--- config.mk ---
export PLATFORM = sky130hd
export DESIGN_NAME = kbd_fifo_ctrl
export DESIGN_NICKNAME = d
export VERILOG_FILES = /design/src/rtl/kbd_fifo_ctrl.sv
export SDC_FILE = /design/constraint.sdc
export NUM_CORES = 1
export LEC_CHECK = 0
export BUFFER_PORTS_ARGS = -buffer_cell sky130_fd_sc_hd__buf_2
export CORE_UTILIZATION = 30
export DETAILED_ROUTE_END_ITERATION = 10
export SLEW_MARGIN = 5
export SYNTH_ARGS = -nofsm -noshare
export SYNTH_HDL_FRONTEND = slang
export SYNTH_SLANG_ARGS = --single-unit
--- constraint.sdc ---
create_clock -name clk -period 2.9 [get_ports clk]
set_input_delay 0.58 -clock clk [delete_from_list [all_inputs] [get_ports clk]]
set_output_delay 0.58 -clock clk [all_outputs]
set_load 0.005 [all_outputs]
--- src/rtl/kbd_fifo_ctrl.sv ---
`default_nettype none
// ============================================================================
// Module      : kbd_fifo_ctrl
// Description : Keyboard receive FIFO between the PS/2 decoder and the CPU
//               bus. Captures one ASCII byte per key press, raises an IRQ,
//               and exposes a pop-on-read data register and a status
//               register. Optional macro KBD_FIFO_DROP_CNT_EN adds a
//               saturating dropped-byte counter in status bits [31:24].
// Revision    : 1.0 - initial release
// ============================================================================
module kbd_fifo_ctrl #(
    parameter int unsigned DEPTH     = 16,
    parameter logic [63:0] BASE_ADDR = 64'h0000_0000_0000_3000,
    parameter logic [3:0]  IRQ_ID    = 4'd1
) (
    input  logic        clk,
    input  logic        reset_n,
    input  logic        key_pressed,
    input  logic [7:0]  ascii,
    input  logic [63:0] bus_address,
    input  logic        bus_read_enable,
    output logic [63:0] bus_read_data,
    output logic        bus_hit,
    output logic [3:0]  interrupt_vector,
    input  logic        interrupt_ack,
    output logic [7:0]  fifo_count
);

    localparam int unsigned   PW        = $clog2(DEPTH);
    localparam int unsigned   CW        = PW + 1;
    localparam logic [CW-1:0] FULL_CNT  = CW'(DEPTH);
    localparam logic [CW-1:0] CNT_ONE   = CW'(1);
    localparam logic [PW-1:0] PTR_ONE   = PW'(1);
    localparam logic [63:0]   STAT_ADDR = BASE_ADDR + 64'd4;

    typedef enum logic {
        IDLE = 1'b0,
        PEND = 1'b1
    } irq_state_t;

    logic          key_q;
    logic          rd_en_q;
    logic [7:0]    mem [DEPTH];
    logic [PW-1:0] wr_ptr;
    logic [PW-1:0] rd_ptr;
    logic [CW-1:0] count;
    logic          overflow;
    irq_state_t    irq_state;

    logic          push_req;
    logic          rd_edge;
    logic          data_sel;
    logic          stat_sel;
    logic          empty;
    logic          full;
    logic          pop;
    logic          push_ok;
    logic          ovf_evt;
    logic [7:0]    head;
    logic [7:0]    drop_field;
    logic [63:0]   status_word;

    // Only the rising edge of the decoder level and of the read strobe act,
    // so a held key or a long CPU read cycle produces a single event.
    assign push_req = key_pressed & ~key_q & (ascii != 8'd0);
    assign rd_edge  = bus_read_enable & ~rd_en_q;
    assign data_sel = rd_edge & (bus_address == BASE_ADDR);
    assign stat_sel = rd_edge & (bus_address == STAT_ADDR);

    assign empty    = (count == '0);
    assign full     = (count == FULL_CNT);
    assign pop      = data_sel & ~empty;
    // A simultaneous pop frees a slot, so a push into a full FIFO still lands.
    assign push_ok  = push_req & (~full | pop);
    assign ovf_evt  = push_req & full & ~pop;
    assign head     = mem[rd_ptr];

    assign status_word = {32'd0, drop_field, 8'd0, 8'(count),
                          5'd0, overflow, full, ~empty};

    assign fifo_count = 8'(count);

    // Edge-detect history for the key level and the read strobe
    always_ff @(posedge clk or negedge reset_n) begin
        if (!reset_n) begin
            key_q   <= 1'b0;
            rd_en_q <= 1'b0;
        end else begin
            key_q   <= key_pressed;
            rd_en_q <= bus_read_enable;
        end
    end

    // Storage array; contents are don't-care while the FIFO is empty
    always_ff @(posedge clk) begin
        if (push_ok) begin
            mem[wr_ptr] <= ascii;
        end
    end

    // Pointers and occupancy
    always_ff @(posedge clk or negedge reset_n) begin
        if (!reset_n) begin
            wr_ptr <= '0;
            rd_ptr <= '0;
            count  <= '0;
        end else begin
            if (push_ok) begin
                wr_ptr <= wr_ptr + PTR_ONE;
            end
            if (pop) begin
                rd_ptr <= rd_ptr + PTR_ONE;
            end
            case ({push_ok, pop})
                2'b10:   count <= count + CNT_ONE;
                2'b01:   count <= count - CNT_ONE;
                default: count <= count;
            endcase
        end
    end

    // Sticky overflow flag; a new overflow beats the clear-on-status-read
    always_ff @(posedge clk or negedge reset_n) begin
        if (!reset_n) begin
            overflow <= 1'b0;
        end else if (ovf_evt) begin
            overflow <= 1'b1;
        end else if (stat_sel) begin
            overflow <= 1'b0;
        end
    end

`ifdef KBD_FIFO_DROP_CNT_EN
    logic [7:0] drop_cnt;

    // Saturating dropped-byte counter, cleared by a status read
    always_ff @(posedge clk or negedge reset_n) begin
        if (!reset_n) begin
            drop_cnt <= 8'd0;
        end else if (ovf_evt) begin
            if (stat_sel) begin
                drop_cnt <= 8'd1;
            end else if (drop_cnt != 8'hFF) begin
                drop_cnt <= drop_cnt + 8'd1;
            end
        end else if (stat_sel) begin
            drop_cnt <= 8'd0;
        end
    end

    assign drop_field = drop_cnt;
`else
    assign drop_field = 8'd0;
`endif

    // Registered bus response: updated on a read edge, held while the strobe
    // stays high, cleared once the strobe drops
    always_ff @(posedge clk or negedge reset_n) begin
        if (!reset_n) begin
            bus_read_data <= 64'd0;
            bus_hit       <= 1'b0;
        end else if (!bus_read_enable) begin
            bus_read_data <= 64'd0;
            bus_hit       <= 1'b0;
        end else if (rd_edge) begin
            if (data_sel) begin
                bus_read_data <= empty ? 64'd0 : {56'd0, head};
                bus_hit       <= 1'b1;
            end else if (stat_sel) begin
                bus_read_data <= status_word;
                bus_hit       <= 1'b1;
            end else begin
                bus_read_data <= 64'd0;
                bus_hit       <= 1'b0;
            end
        end
    end

    // Interrupt request FSM; only an ack clears it, and a push arriving with
    // the ack keeps the request pending
    always_ff @(posedge clk or negedge reset_n) begin
        if (!reset_n) begin
            irq_state        <= IDLE;
            interrupt_vector <= 4'd0;
        end else begin
            case (irq_state)
                IDLE: begin
                    if (push_ok) begin
                        irq_state        <= PEND;
                        interrupt_vector <= IRQ_ID;
                    end
                end
                PEND: begin
                    if (interrupt_ack && !push_ok) begin
                        irq_state        <= IDLE;
                        interrupt_vector <= 4'd0;
                    end
                end
                default: begin
                    irq_state        <= IDLE;
                    interrupt_vector <= 4'd0;
                end
            endcase
        end
    end

endmodule
`default_nettype wire

* Word-level counts from Yosys, hierarchy flattened
Memory sizes are Yosys's and may differ from the RTL's. Cells that the tools add are included.
Storage, ports and cells: register bits 86, bits in writable memories 128, bits of input ports 77, output and inout port bits 77, word-level logic and storage cells 65, memories 1
Memories:
- mem | words 16, bits a word 8, read ports 1, clocked after Yosys merged registers in 0, write ports 1, line 43 | logic [7:0] mem [DEPTH];
Cells by class: add/subtract/negate cells 4, equal/unequal tests 8, multiplexer cells 19, bitwise logic cells 16, reduce and logical (&&, ||, !) cells 7
Operator list (count):
- 64-bit by 14-bit == test with 1-bit output, second input constant | 2
- 64-bit 2-to-1 mux | 2
- 13-bit 2-to-1 mux | 2
- 5-bit one-hot mux with 2 select lines | 1
- 1-bit bitwise AND | 9
- 1-bit 2-to-1 mux | 9
- 4-bit by 1-bit adder with 4-bit output, second input constant | 2
- 4-bit 2-to-1 mux | 2
- 8-bit 2-to-1 mux | 1
- 4-bit one-hot mux with 2 select lines | 1
- 8-bit nonzero test | 1
- 1-bit NOT | 6
- 5-bit by 1-bit adder with 5-bit output, second input constant | 1
- 5-bit == test, second input constant | 1
- 5-bit zero test | 1
- 5-bit by 1-bit subtractor with 5-bit output, second input constant | 1
- 2-bit by 1-bit != test with 1-bit output, second input constant | 2
- 2-bit nonzero test | 2
- 2-bit by 1-bit == test with 1-bit output, second input constant | 1
- 2-bit == test, second input constant | 1
- 2-bit != test, second input constant | 1
- 1-bit one-hot mux with 2 select lines | 1
- 2-bit AND reduction | 1
- 1-bit logical AND | 1
- other kinds (2) | 2

* Logic depth before layout (Yosys ltp)
depth in word-level cells 10, depth in mapped cells 14, gate-level depth less buffers 13

* Worst setup path before layout
Ideal clock, no wire load.
path kind input port to flip-flop, start input port bus_address[17], end register count[4], library setup time 0.128 ns, arrival 2.914 ns, data required time 2.772 ns, path slack -0.142 ns, stages 11, buffers on the path 0, cells stage by stage or4b_1 nor4_2 nand3_1 nor3_4 ha_1 xor2_1 ha_1 nor2_1 a222oi_1 nor2_1 xor2_1
Between the ends: word-level cells in the longest chain between the ends 7, elaborated cells between the ends (all ways) 9, those cells by class eq/ne: 3; mux: 1; bitwise: 4; reduce/logical: 1
RTL lines:
- from (decl) | line 20 | input logic [63:0] bus_address,
- 64-bit by 14-bit == test with 1-bit output (*) | line 67 | assign data_sel = rd_edge & (bus_address == BASE_ADDR);
- 1-bit bitwise AND (*) | line 67
- 1-bit bitwise AND (*) | line 72 | assign pop = data_sel & ~empty;
- net pop | line 56 | logic pop;
- 1-bit OR | line 74 | assign push_ok = push_req & (~full | pop);
- 1-bit bitwise AND | line 74
- 2-bit by 1-bit == test with 1-bit output or 2-bit == test (tied branches) | line 114 | case ({push_ok, pop})
- 5-bit one-hot mux with 2 select lines or 2-bit nonzero test (tied branches)
- to (signal assigned) | line 115 | 2'b10: count <= count + CNT_ONE;
- to (signal assigned) | line 116 | 2'b01: count <= count - CNT_ONE;
- to (signal assigned) | line 117 | default: count <= count;
- to (decl) | line 46 | logic [CW-1:0] count;
Mark *: on every way through the listed nets, which the timed path passes. The rest lies on a longest branch. A chain may end at the register's enable or synchronous reset.

* Worst setup path after layout
start register rd_en_q, end register count[3]
Between the ends: word-level cells in the longest chain between the ends 8, elaborated cells between the ends (all ways) 10, those cells by class eq/ne: 2; mux: 1; bitwise: 6; reduce/logical: 1
RTL lines:
- from (decl) | line 42 | logic rd_en_q;
- from (signal assigned) | line 90 | rd_en_q <= bus_read_enable;
- 1-bit NOT (*) | line 66 | assign rd_edge = bus_read_enable & ~rd_en_q;
- 1-bit bitwise AND (*) | line 66
- 1-bit bitwise AND (*) | line 67
- 1-bit bitwise AND (*) | line 72
- net pop | line 56
- 1-bit OR | line 74
- 1-bit bitwise AND | line 74
- 2-bit by 1-bit == test with 1-bit output or 2-bit == test (tied branches) | line 114
- 5-bit one-hot mux with 2 select lines or 2-bit nonzero test (tied branches)
Marks and branches as above.

==> impl_metrics.tcl <==
set metrics [dict create \
    status "finished clean" \
    period_share 0.937 \
    grt_max_degree 36 \
    grt-ovfl-total 0 \
    skew_ns 0.00628 \
    cts_buffers 17 \
    ir_worst_vdd_uv 385 \
    leakagePower_uw 0.00336 \
    met3_length_um 1130 \
    slew-limit-headroom 0.482 \
    num_rows 56 \
    grt_pass1_wl_um 24500 \
    drive_gt1_frac 0.358 \
    hold_class "primary input to asynchronous set/reset pin" \
    dr.first_iter.drc_count 232 \
    crit_path_max_fanout 6 \
    whs_ns 0.226 \
    finalHoldViolCount 0 \
    topRoutingLayerUsed "met4" \
    async_flop_share 0.200 \
    grtUsageTotal 0.141 \
    grt_pass1_vias 4373 \
    setup_viol 0 \
    routedWlPerCell_um 18.3 \
    antenna_found_initial 0 \
    viasPerCell 4.77 \
    synth_area_leaders "edfxtp_1 (53%), dfrtp_1 (11%), mux4_1 (6.9%)" \
    die_w_um 157 \
    ys_ff_latch 160 \
    root_buffer "clkbuf_16" \
    die_area_mm2 0.0248 \
    tightest_slew_ns 0.777 \
    placed_cell_area_mm2 0.00824 \
    powerDensity_mw_per_mm2 643 \
    syn_to_final_growth_pct 22.5 \
    fmax_ghz 0.368 \
    io-pin-count 154 \
    end_kind "flop" \
    r2r_slack_ns 0.18 \
    clockBufferDepth 2 \
    final_nets 681 \
    p_total_uw 5710 \
    drc 0 \
    critPathKind "flop to flop" \
    avgSynthCellArea_um2 16.4 \
    antennaDiodeCount 0 \
    synth_area_leader_cell "edfxtp_1" \
    cts_sinks 160 \
    crit_required_ns 3.21 \
    wl_met1_um 6350 \
    period_needed_ns 2.72 \
    ys_seq_area_frac 0.641 \
    yosysWarnings 0 \
    crit_arrival_ns 3.03 \
    wirelength_um 17000 \
    stdcell_area_mm2 0.00888 \
    start_kind "flop" \
    core_area_mm2 0.0236 \
    place.gp.congestion 0.806 \
    cts_tree "done" \
    htree_levels 4 \
    clk_latency_ns 0.43 \
    netlist_area_mm2 0.00725 \
    pre_cts_slack_ns -0.395 \
    vias 4422 \
    ys_types 53 \
    routed-wl-met2_um 8900 \
    finalMaxSlewViolations 0 \
    path_clk_slew_ns 0.06 \
    die-height_um 157 \
    synth-main-ff-cell "edfxtp_1" \
    synth.top_cell.area_share 0.530 \
    antenna_left 0 \
    start_util 0.307 \
    first_pass_iters 4 \
    synthCells 443 \
    portBuffers 96 \
    dpl.hpwl_um 12200 \
    cap_viol_max_count 0 \
    setup_ws_ns 0.182 \
    cts_setup_buffers 0 \
    synth-edff-count 128 \
]
worst paths after layout:
kind / startpoint / to / cells after the start
max: rd_en_q / count[3] / 11
min: reset_n / wr_ptr[0] / 1
max reg2reg: rd_en_q / count[3] / 11
min reg2reg: bus_hit / bus_hit / 2
max in group asynchronous: reset_n / bus_read_data[2] / 1
min in group clk: key_pressed / key_q / 1
metrics by stage:
| stage | util | std cells | setup TNS (ns) |
|---|---|---|---|
| final | 0.376 | 928 | 0 |
| after global routing | 0.376 | 928 | -0.00532 |
| after CTS | 0.374 | 928 | 0 |
| after detailed placement | 0.349 | 896 | -5.44 |
| after global placement | 0.349 | 896 | -1.92 |
| after floorplan | - | 499 | -0.131 |
registers in the layout, summed over array words and instances, names as in the netlist:
name	count
overflow	1
key_q	1
rd_ptr	4
bus_hit	1
interrupt_vector	1
irq_state	1
rd_en_q	1
mem	128
bus_read_data	13
count	5
wr_ptr	4
area by class of cell:
class	instances	area, µm²
clock buffer	18	429
clock inverter	14	164
fill	2190	14700
inverter	6	22.5
multi-input combinational	258	2300
sequential	160	4640
tap	319	399
timing repair buffer	153	921
cells in the mapped netlist (3+ instances only):
library cell / n
a21oi_1: 6
a22o_1: 10
buf_4: 59
clkbuf_1: 10
dfrtp_1: 32
edfxtp_1: 128
ha_1: 8
inv_1: 6
mux2i_1: 3
mux4_1: 19
mux4_2: 19
nand2_1: 13
nand2b_1: 3
nand3_1: 7
nand4_1: 6
nor2_1: 23
nor2b_1: 3
nor3_1: 10
nor4_1: 24
o21ai_0: 4
xnor2_1: 8
xor2_1: 5
power breakdown:
group	internal [µW]	switching, µW
sequential	2650	119
combinational	302	414
clock	1350	878
total	4300	1410
worst max-delay path: stages (launching register included):
cell	delay (ns)
dfrtp_1	0.40
or4b_4	0.50
nor4_4	0.20
nand3_2	0.14
nor3_4	0.18
buf_4	0.18
ha_1	0.19
buf_4	0.14
o21ai_0	0.08
a222oi_1	0.34
nor2_1	0.10
xor2_1	0.15
logic make-up after synthesis:
family,count (synthesis),share of synthesized area
AND/OR/NAND/NOR,103,0.0804
XOR/XNOR,13,0.0157
adder cells (fa/ha/maj),8,0.0138
flip-flops,160,0.641
other,1,0.000517
buffers and inverters,81,0.0785
multiplexers,43,0.135
AO/OA/AOI/OAI,34,0.0352
what timing repair did:
| item | 4_1_cts | 5_1_grt |
|---|---|---|
| gates resized for setup | 0 | 9 |
| endpoints found under the setup margin | 0 | 2 |
| hold buffers | 0 | 0 |
cell usage in the layout (no fill, tap or decap), drive strengths merged, types with 2 or more instances in the layout:
cell type    n
nand2       13
ha           8
mux2         2
a21oi        6
nor3        11
o31ai        2
inv          9
nand3        7
nor2        23
a22oi        2
a22o        10
nor4        26
nor2b        3
nor4b        2
a222oi       2
nand4        6
conb        57
edfxtp     128
xnor2        8
mux4        38
clkinv       7
and2         2
nand2b       3
dfrtp       32
buf        153
bufinv       3
clkbuf      18
xor2         5
mux2i        3
o21ai        5
metal layers:
metal,vias to the layer above,global-route usage
met5,-,0
met4,0,0.0754
met3,28,0.0380
met2,202,0.256
met1,2231,0.147
li1,1961,-
Note: power is estimated with default switching activity, not from simulation.
